File: src/rtl/vgachargen_pkg.sv
// Shared constants and types for the character-map memory path.
package vgachargen_pkg;

    localparam int         CH_MAP_ADDR_WIDTH    = 12;
    localparam int         COL_MAP_DATA_WIDTH   = 8;
    localparam logic [6:0] CH_H_PIXELS          = 7'd80;
    localparam logic [4:0] CH_V_PIXELS          = 5'd30;
    localparam int         CH_MAP_DEPTH         = int'(CH_H_PIXELS) * int'(CH_V_PIXELS);
    localparam int         MAP_ARB_STARVE_LIMIT = 16;

    // What the RAM port was used for; travels with the read data to steer the return.
    typedef enum logic [2:0] {
        TAG_NONE,
        TAG_DISP,
        TAG_BUS_RD,
        TAG_BUS_WR,
        TAG_BUS_ERR
    } map_arb_tag_e;

    function automatic logic map_addr_in_range(input logic [4:0] row, input logic [6:0] col);
        return (row < CH_V_PIXELS) && (col < CH_H_PIXELS);
    endfunction

endpackage

File: src/rtl/vgachargen_map_arbiter.sv
// Character-map RAM arbiter: display reads own the port outright, a single held
// bus request fills the display-free cycles, and returns are steered by a tag pipeline.
module vgachargen_map_arbiter
    import vgachargen_pkg::*;
#(
    parameter int ADDR_W       = CH_MAP_ADDR_WIDTH,
    parameter int DATA_W       = COL_MAP_DATA_WIDTH,
    parameter int STARVE_LIMIT = MAP_ARB_STARVE_LIMIT
) (
    input  logic              clk_i,
    input  logic              rst_i,
    input  logic              disp_req_i,
    input  logic [ADDR_W-1:0] disp_addr_i,
    output logic              disp_valid_o,
    output logic [DATA_W-1:0] disp_data_o,
    input  logic              bus_req_i,
    input  logic              bus_we_i,
    input  logic [ADDR_W-1:0] bus_addr_i,
    input  logic [DATA_W-1:0] bus_wdata_i,
    output logic              bus_ready_o,
    output logic              bus_done_o,
    output logic [DATA_W-1:0] bus_rdata_o,
    output logic              bus_err_o,
    output logic              bus_starve_o,
    output logic              mem_en_o,
    output logic              mem_we_o,
    output logic [ADDR_W-1:0] mem_addr_o,
    output logic [DATA_W-1:0] mem_wdata_o,
    input  logic [DATA_W-1:0] mem_rdata_i
);

    localparam int               COL_W      = 7;
    localparam int               ROW_W      = 5;
    localparam int               CNT_W      = $clog2(STARVE_LIMIT + 1);
    localparam logic [CNT_W-1:0] STARVE_MAX = CNT_W'(STARVE_LIMIT);

    logic              r_hold_valid;
    logic              r_hold_we;
    logic [ADDR_W-1:0] r_hold_addr;
    logic [DATA_W-1:0] r_hold_wdata;
    map_arb_tag_e      r_tag_s1;
    map_arb_tag_e      r_tag_s2;
    logic [DATA_W-1:0] r_disp_data;
    logic [DATA_W-1:0] r_bus_rdata;
    logic [CNT_W-1:0]  r_starve_cnt;
    logic              r_starve;

    logic              w_accept;
    logic              w_issue;
    logic              w_hold_in_range;
    map_arb_tag_e      w_tag_now;

    assign bus_ready_o     = ~rst_i & ~r_hold_valid;
    assign w_accept        = bus_req_i & bus_ready_o;
    assign w_issue         = ~rst_i & r_hold_valid & ~disp_req_i;
    assign w_hold_in_range = map_addr_in_range(r_hold_addr[COL_W +: ROW_W], r_hold_addr[0 +: COL_W]);

    always_comb begin
        // NOTE: every signal gets a default first, so no branch can leave one unassigned and infer a latch.
        mem_en_o    = 1'b0;
        mem_we_o    = 1'b0;
        mem_addr_o  = r_hold_addr;
        mem_wdata_o = r_hold_wdata;
        w_tag_now   = TAG_NONE;
        if (!rst_i && disp_req_i) begin
            mem_en_o   = 1'b1;
            mem_addr_o = disp_addr_i;
            w_tag_now  = TAG_DISP;
        end else if (w_issue) begin
            // An off-screen address still completes, but never touches the RAM.
            mem_en_o  = w_hold_in_range;
            mem_we_o  = w_hold_in_range & r_hold_we;
            w_tag_now = !w_hold_in_range ? TAG_BUS_ERR : (r_hold_we ? TAG_BUS_WR : TAG_BUS_RD);
        end
    end

    always_ff @(posedge clk_i) begin
        // NOTE: state is updated with non-blocking assignments so every register samples pre-edge values.
        if (rst_i) begin
            r_hold_valid <= 1'b0;
            r_hold_we    <= 1'b0;
            r_hold_addr  <= '0;
            r_hold_wdata <= '0;
            r_tag_s1     <= TAG_NONE;
            r_tag_s2     <= TAG_NONE;
            r_disp_data  <= '0;
            r_bus_rdata  <= '0;
            r_starve_cnt <= '0;
            r_starve     <= 1'b0;
        end else begin
            if (w_accept) begin
                r_hold_valid <= 1'b1;
                r_hold_we    <= bus_we_i;
                r_hold_addr  <= bus_addr_i;
                r_hold_wdata <= bus_wdata_i;
            end else if (w_issue) begin
                r_hold_valid <= 1'b0;
            end

            r_tag_s1 <= w_tag_now;
            r_tag_s2 <= r_tag_s1;
            case (r_tag_s1)
                TAG_DISP:    r_disp_data <= mem_rdata_i;
                TAG_BUS_RD:  r_bus_rdata <= mem_rdata_i;
                TAG_BUS_ERR: r_bus_rdata <= '0;
                default:     ;
            endcase

            if (w_issue) begin
                r_starve_cnt <= '0;
            end else if (r_hold_valid && r_starve_cnt != STARVE_MAX) begin
                r_starve_cnt <= r_starve_cnt + 1'b1;
                if (r_starve_cnt == STARVE_MAX - 1'b1) begin
                    r_starve <= 1'b1;
                end
            end
        end
    end

    assign disp_valid_o = ~rst_i & (r_tag_s2 == TAG_DISP);
    assign disp_data_o  = rst_i ? '0 : r_disp_data;
    assign bus_done_o   = ~rst_i & (r_tag_s2 inside {TAG_BUS_RD, TAG_BUS_WR, TAG_BUS_ERR});
    assign bus_err_o    = ~rst_i & (r_tag_s2 == TAG_BUS_ERR);
    assign bus_rdata_o  = rst_i ? '0 : r_bus_rdata;
    assign bus_starve_o = r_starve;

endmodule

File: config.mk
export PLATFORM = sky130hd
export DESIGN_NAME = vgachargen_map_arbiter
export DESIGN_NICKNAME = d
export VERILOG_FILES = /design/src/rtl/vgachargen_pkg.sv /design/src/rtl/vgachargen_map_arbiter.sv
export SDC_FILE = /design/constraint.sdc
export NUM_CORES = 1
export LEC_CHECK = 0
export ABC_AREA = 1
export BUFFER_PORTS_ARGS = -buffer_cell sky130_fd_sc_hd__buf_2
export CAP_MARGIN = 40
export CORE_MARGIN = 2
export CORE_UTILIZATION = 49
export DETAILED_ROUTE_END_ITERATION = 10
export PLACE_DENSITY_LB_ADDON = 0.3
export RECOVER_POWER = 50
export SYNTH_ARGS = -nofsm -noshare
export SYNTH_HDL_FRONTEND = slang
export SYNTH_SLANG_ARGS = --single-unit
File: constraint.sdc
create_clock -name clk_i -period 3.75 [get_ports clk_i]
set_input_delay 0.1875 -clock clk_i [delete_from_list [all_inputs] [get_ports clk_i]]
set_output_delay 0.1875 -clock clk_i [all_outputs]
set_load 0.01 [all_outputs]
==> results_dict.tcl, run 1 <==
set metrics [dict create \
    outcome "complete, no violations" \
    h-tree-depth 2 \
    drt_iter0_markers 120 \
    synth_seq_area_share 0.4444 \
    avgSynthCellArea_um2 7.265 \
    setup_viol 0 \
    crit_path_max_fanout 40 \
    synth-edff-count 0 \
    initial_core_util 0.5137 \
    synth_area_leaders "dfxtp_1, nand2_1, inv_1" \
    drtAntennaViolNets 0 \
    async_flop_share 0 \
    finalHoldViolations 0 \
    crit_top_cell "buf_2" \
    fmax_mhz 535.4 \
    clk_pin_slew_worst_paths_ns 0.09 \
    synthTopCellsByCount "nand2_1, dfxtp_1, inv_1" \
    dieArea_um2 5155 \
    routedWlPerCell_um 10.68 \
    yosys.area.top_type "dfxtp_1" \
    finalWeightedCongestion 0.7547 \
    io_pins 88 \
    grt_pass1_vias 1900 \
    p_int_w 0.0007776 \
    grt_start_max_net_pins 41 \
    crit_type "input port to output port" \
    switching_share 0.2764 \
    ctsHoldBuffers 0 \
    seqPwrFrac 0.547 \
    die_width_um 71.80 \
    dp.final_hpwl_um 3402 \
    pwr-share-comb 0.152 \
    diodes 0 \
    syn_area_um2 2252 \
    die_height_um 71.80 \
    drv_slew 0 \
    cts_max_path_buffers 2 \
    max-slew-margin-rel 0.5764 \
    worstSetupEndpointType "output port" \
    area_growth_pct 18.22 \
    via_per_inst 4.743 \
    r2r_slack_ns 2.17 \
    nets 438 \
    vias 2101 \
    period_minus_slack_ns 1.868 \
    cap_violations 0 \
    fill_cells 436 \
    cts_tree "done" \
    crit_chain "buf_2 -> inv_2 -> nand3_1 -> nor2_1 -> nand2_1 -> inv_1 -> buf_2" \
    setup_tns_ns 0 \
    clk-insertion-delay-late_ns 0.30 \
    vdd_drop_max_mv 0.1945 \
    synth_cell_type_count 23 \
    track_usage 0.1932 \
    cts-root-buf "clkbuf_8" \
    grt_pass1_wl_um 7976 \
    p_per_area_nw_per_um2 403.6 \
    synthCells 310 \
    p_leak_nw 1.461 \
    critPathArrivalTime_ns 1.68 \
    dr.pass1.iters 6 \
    post_cts_buffers 0 \
    r2r-start "r_hold_valid" \
    synth_warnings 0 \
    min_from "bus_addr_i[3]" \
    rsz0062_at_grt "false" \
    worst_setup_path_start_kind "input port" \
    hold_path_class "input port to register" \
    syn-num-nets 358 \
    switchingPower_w 0.0002971 \
    totalWireLength_um 4730 \
    core_area_um2 4384 \
    power_frac_clock 0.301 \
    hold_ws_ns 0.07217 \
    max_stage_delay_ns 0.50 \
    rows 24 \
    antenna_found_initial 0 \
    overflow 0 \
    min_period_over_period 0.4981 \
    cts_resized 0 \
    ys_ff_latch 50 \
    synth_flop_cell "dfxtp_1" \
    timing.rr.end "mem_wdata_o[2]" \
    worst_pin_slew_ns 0.6354 \
    numClockSinks 50 \
    numCtsBuffers 5 \
    crit_required_ns 3.56 \
    r2r_cells 5 \
    synth_top_area_share 0.4444 \
    whs_path_depth 3 \
    crit_path_top_delay_cell "inv_2" \
    post-synth-top-count-cell "nand2_1" \
    port_buffers 87 \
    drive_gt1_frac 0.2148 \
    fin_skew_ns 0.005201 \
    hold_end "r_hold_addr[3]" \
    drc 0 \
]
[layer usage]
metal / vias up / global-route usage / share of wire
li1: 1115 / - / -
met1: 911 / 0.2324 / 0.46
met2: 69 / 0.3354 / 0.47
met3: 6 / 0.05907 / 0.072
met4: 0 / 0.05031 / 0.0070
met5: - / 0 / 0
[final cells by class]
class,instances,area [um^2],area share
multi-input combinational,202,923.4,0.3468
sequential,50,1001,0.3759
tap,52,65.06,0.02444
timing repair buffer,87,412.9,0.1551
inverter,44,165.2,0.06203
clock buffer,6,82.58,0.03102
clock inverter,2,12.51,0.004699
[power by group through the flow]
stage / combinational [W] / sequential [W] / clock (W)
global placement: 0.000170 / 0.000600 / 0
floorplan: 0.000120 / 0.000597 / 0
CTS: 0.000173 / 0.000589 / 0.000334
finish: 0.000164 / 0.000588 / 0.000323
global route: 0.000187 / 0.000592 / 0.000354
detailed placement: 0.000171 / 0.000602 / 0
[cells by family after synthesis]
logic type                 Yosys count  synth area share
DFF                                 50            0.4444
and+or+nand+nor                    167            0.3356
AOI/OAI and AO/OA                   32           0.07889
buffers and inverters               58            0.1244
adders and majority gates            3           0.01667
[how the worst max path moves through the flow]
| stage | startpoint | to | slack, ns | cells after the start |
|---|---|---|---|---|
| after floorplan | r_starve_cnt[0] | r_starve_cnt[4] | 2.56 | 8 |
| after global placement | rst_i | mem_we_o | 1.97 | 7 |
| after detailed placement | rst_i | mem_we_o | 1.92 | 7 |
| after CTS | r_hold_valid | mem_we_o | 1.86 | 5 |
| after global routing | rst_i | mem_we_o | 1.65 | 7 |
| final | rst_i | mem_we_o | 1.88 | 7 |
[sequential cells by signal, indices dropped and copies added (netlist names)]
register,cells
bus_starve_o,1
mem_wdata_o,8
r_bus_rdata,8
r_disp_data,8
r_hold_addr,12
r_hold_valid,1
r_hold_we,1
r_starve_cnt,5
r_tag_s1,3
r_tag_s2,3
[metrics by stage]
| step | worst slack, ns | power (W) | std cells | utilization | area, um^2 |
|---|---|---|---|---|---|
| after floorplan | 2.558 | 0.0007168 | 310 | - | 2252 |
| after global placement | 1.969 | 0.0007699 | 435 | 0.6016 | 2638 |
| after detailed placement | 1.919 | 0.0007730 | 435 | 0.6016 | 2638 |
| after CTS | 1.860 | 0.001096 | 443 | 0.6233 | 2733 |
| after global routing | 1.651 | 0.001134 | 443 | 0.6073 | 2663 |
| final | 1.882 | 0.001075 | 443 | 0.6073 | 2663 |
[critical path: cells and delay by family]
kind | cells | cell delay [ns]
AND/OR/NAND/NOR | 3 | 0.57
buffers and inverters | 4 | 0.90
[placed cells by master, fill, tap and decap left out]
master      instances
nor2_8              1
nand3_1            27
nor2_1             24
o22ai_1             9
inv_2               2
dfxtp_1            50
clkbuf_1           18
nand3_2             2
clkinvlp_4          1
ha_1                3
nor3_1              2
buf_2              69
nand4_1             2
clkinv_2            1
nand2_4             2
clkbuf_8            6
inv_1              42
o211ai_1            1
a21oi_1            13
o21ai_0             9
nand2_1           107
Power figures use the tool's default switching activity.
==> inputs of run 2 (changes only) <==
--- a/config.mk
+++ b/config.mk
@@ -9,7 +9,7 @@
 export BUFFER_PORTS_ARGS = -buffer_cell sky130_fd_sc_hd__buf_2
 export CAP_MARGIN = 40
 export CORE_MARGIN = 2
-export CORE_UTILIZATION = 49
+export CORE_UTILIZATION = 48
 export DETAILED_ROUTE_END_ITERATION = 10
 export PLACE_DENSITY_LB_ADDON = 0.3
 export RECOVER_POWER = 50
==> constraint.sdc (replaced) <==
create_clock -name clk_i -period 1.85 [get_ports clk_i]
set_input_delay 0.0925 -clock clk_i [delete_from_list [all_inputs] [get_ports clk_i]]
set_output_delay 0.0925 -clock clk_i [all_outputs]
set_load 0.01 [all_outputs]
==> results_dict.tcl, run 2 (synthesis results as in run 1) <==
set metrics [dict create \
    outcome "complete, no violations" \
    antenna_found_initial 0 \
    diodes 0 \
    fmax_mhz 648.0 \
    via_per_inst 4.713 \
    dieArea_um2 5256 \
    layout_common_cells "nand2_1, buf_2, dfxtp_1, inv_1, nand3_1" \
    crit_path_top_delay_cell "dfxtp_1" \
    hold_path_class "input port to register" \
    setup_viol 0 \
    crit_chain "nand3_1 -> nor2_2 -> nand2_1 -> inv_1 -> buf_2" \
    crit_required_ns 1.76 \
    nets 460 \
    crit_path_max_fanout 5 \
    p_total_w 0.002316 \
    max-slew-margin-rel 0.5643 \
    drc 0 \
    path_delay_family "flip-flops" \
    period_minus_slack_ns 1.543 \
    clk-insertion-delay-late_ns 0.30 \
    overflow 0 \
    die_width_um 72.50 \
    utilization 0.6532 \
    worst_setup_path_start_kind "register" \
    clk_pin_slew_worst_paths_ns 0.09 \
    die_height_um 72.50 \
    critPathArrivalTime_ns 1.45 \
    cts_tree "done" \
    cap_violations 0 \
    max_stage_delay_ns 0.50 \
    grt_pass1_wl_um 8611 \
    p_leak_nw 1.549 \
    drive_gt1_frac 0.1990 \
    dr.pass1.iters 4 \
    grt_pass1_vias 2054 \
    cts_max_path_buffers 2 \
    track_usage 0.2021 \
    p_per_area_nw_per_um2 797.7 \
    rsz0062_at_grt "false" \
    numCtsBuffers 5 \
    finalWeightedCongestion 0.7664 \
    fin_skew_ns 0.004613 \
    largest_reg_flops 12 \
    drtAntennaViolNets 0 \
    h-tree-depth 2 \
    critical_path_buf_inv_count 2 \
    final_common_cell "nand2_1" \
    numClockSinks 50 \
    totalWireLength_um 5026 \
    cts-root-buf "clkbuf_8" \
    vdd_drop_max_mv 0.4209 \
    post_cts_buffers 0 \
    crit_type "register to output port" \
    finalHoldViolations 0 \
    top_register "r_hold_addr" \
    initial_core_util 0.5068 \
    setup_slack_ns 0.3067 \
    place_ws_ns 0.4858 \
    area_growth_pct 28.89 \
    worstSetupEndpointType "output port" \
    port_buffers 87 \
    hold_ws_ns 0.01283 \
    drt_iter0_markers 96 \
    min_period_over_period 0.8342 \
    worst_pin_slew_ns 0.6536 \
    core_area_um2 4444 \
    io_pins 88 \
    drv_slew 0 \
    grt_start_max_net_pins 23 \
    setup_tns_ns 0 \
    rows 24 \
    routedWlPerCell_um 10.83 \
    vias 2187 \
    dp.final_hpwl_um 3589 \
]
-- run 2: changes by cell type in the layout (fill, tap and decap cells not counted), sizes merged --
cell,before,now
dlygate4sd3,0,20
clkbuf,24,29
buf,69,65
bufinv,0,1
clkinvlp,1,0
-- run 2: timing repair --
action	CTS	global route
resized for setup	0	0
hold buffers	20	0
endpoints found under the hold margin	20	0
-- run 2: path summary, 6_finish.rpt --
kind / cells after the start / startpoint / to / slack (ns)
worst max register to register: 4 / r_tag_s1[2] / r_disp_data[6] / 0.51
worst max-delay path: 5 / r_hold_valid / mem_we_o / 0.31
worst min-delay path: 3 / bus_addr_i[9] / r_hold_addr[9] / 0.01
worst min register to register: 2 / r_disp_data[5] / r_disp_data[5] / 0.46
-- run 2: cell type report --
type                            count  area (um^2)
Fill cell                         408         1541
Sequential cell                    50         1001
Multi-Input combinational cell    202        942.2
Timing Repair Buffer              109        621.8
Inverter                           44        165.2
Clock buffer                        5        68.82
Tap cell                           52        65.06
Clock inverter                      2        38.79
-- run 2: routing by layer --
layer,global-route usage,wire [um]
met4,0.06379,74
met5,0,0
met1,0.2533,2304
met3,0.04306,309
met2,0.3476,2338
-- run 2: worst reg2reg max path: stages, from the launching register on --
cell     delay (ns)
dfxtp_1        0.32
inv_1          0.12
nand3_1        0.40
o21ai_0        0.33
a21oi_1        0.06
-- run 2: where the power goes --
group	switching, W	internal, W	leakage, nW	total, W
Combinational	0.000217	0.000164	1.09	0.000381
Sequential	0.0000444	0.00115	0.410	0.00119
Clock	0.000347	0.000398	0.0542	0.000745
Total	0.000609	0.00171	1.55	0.00232
-- run 2: metrics by stage --
step           cells  area (um^2)
2_1_floorplan    310         2252
3_5_place_dp     437         2653
5_1_grt          464         2903
6_report         464         2903
3_3_place_gp     437         2653
4_1_cts          464         2960
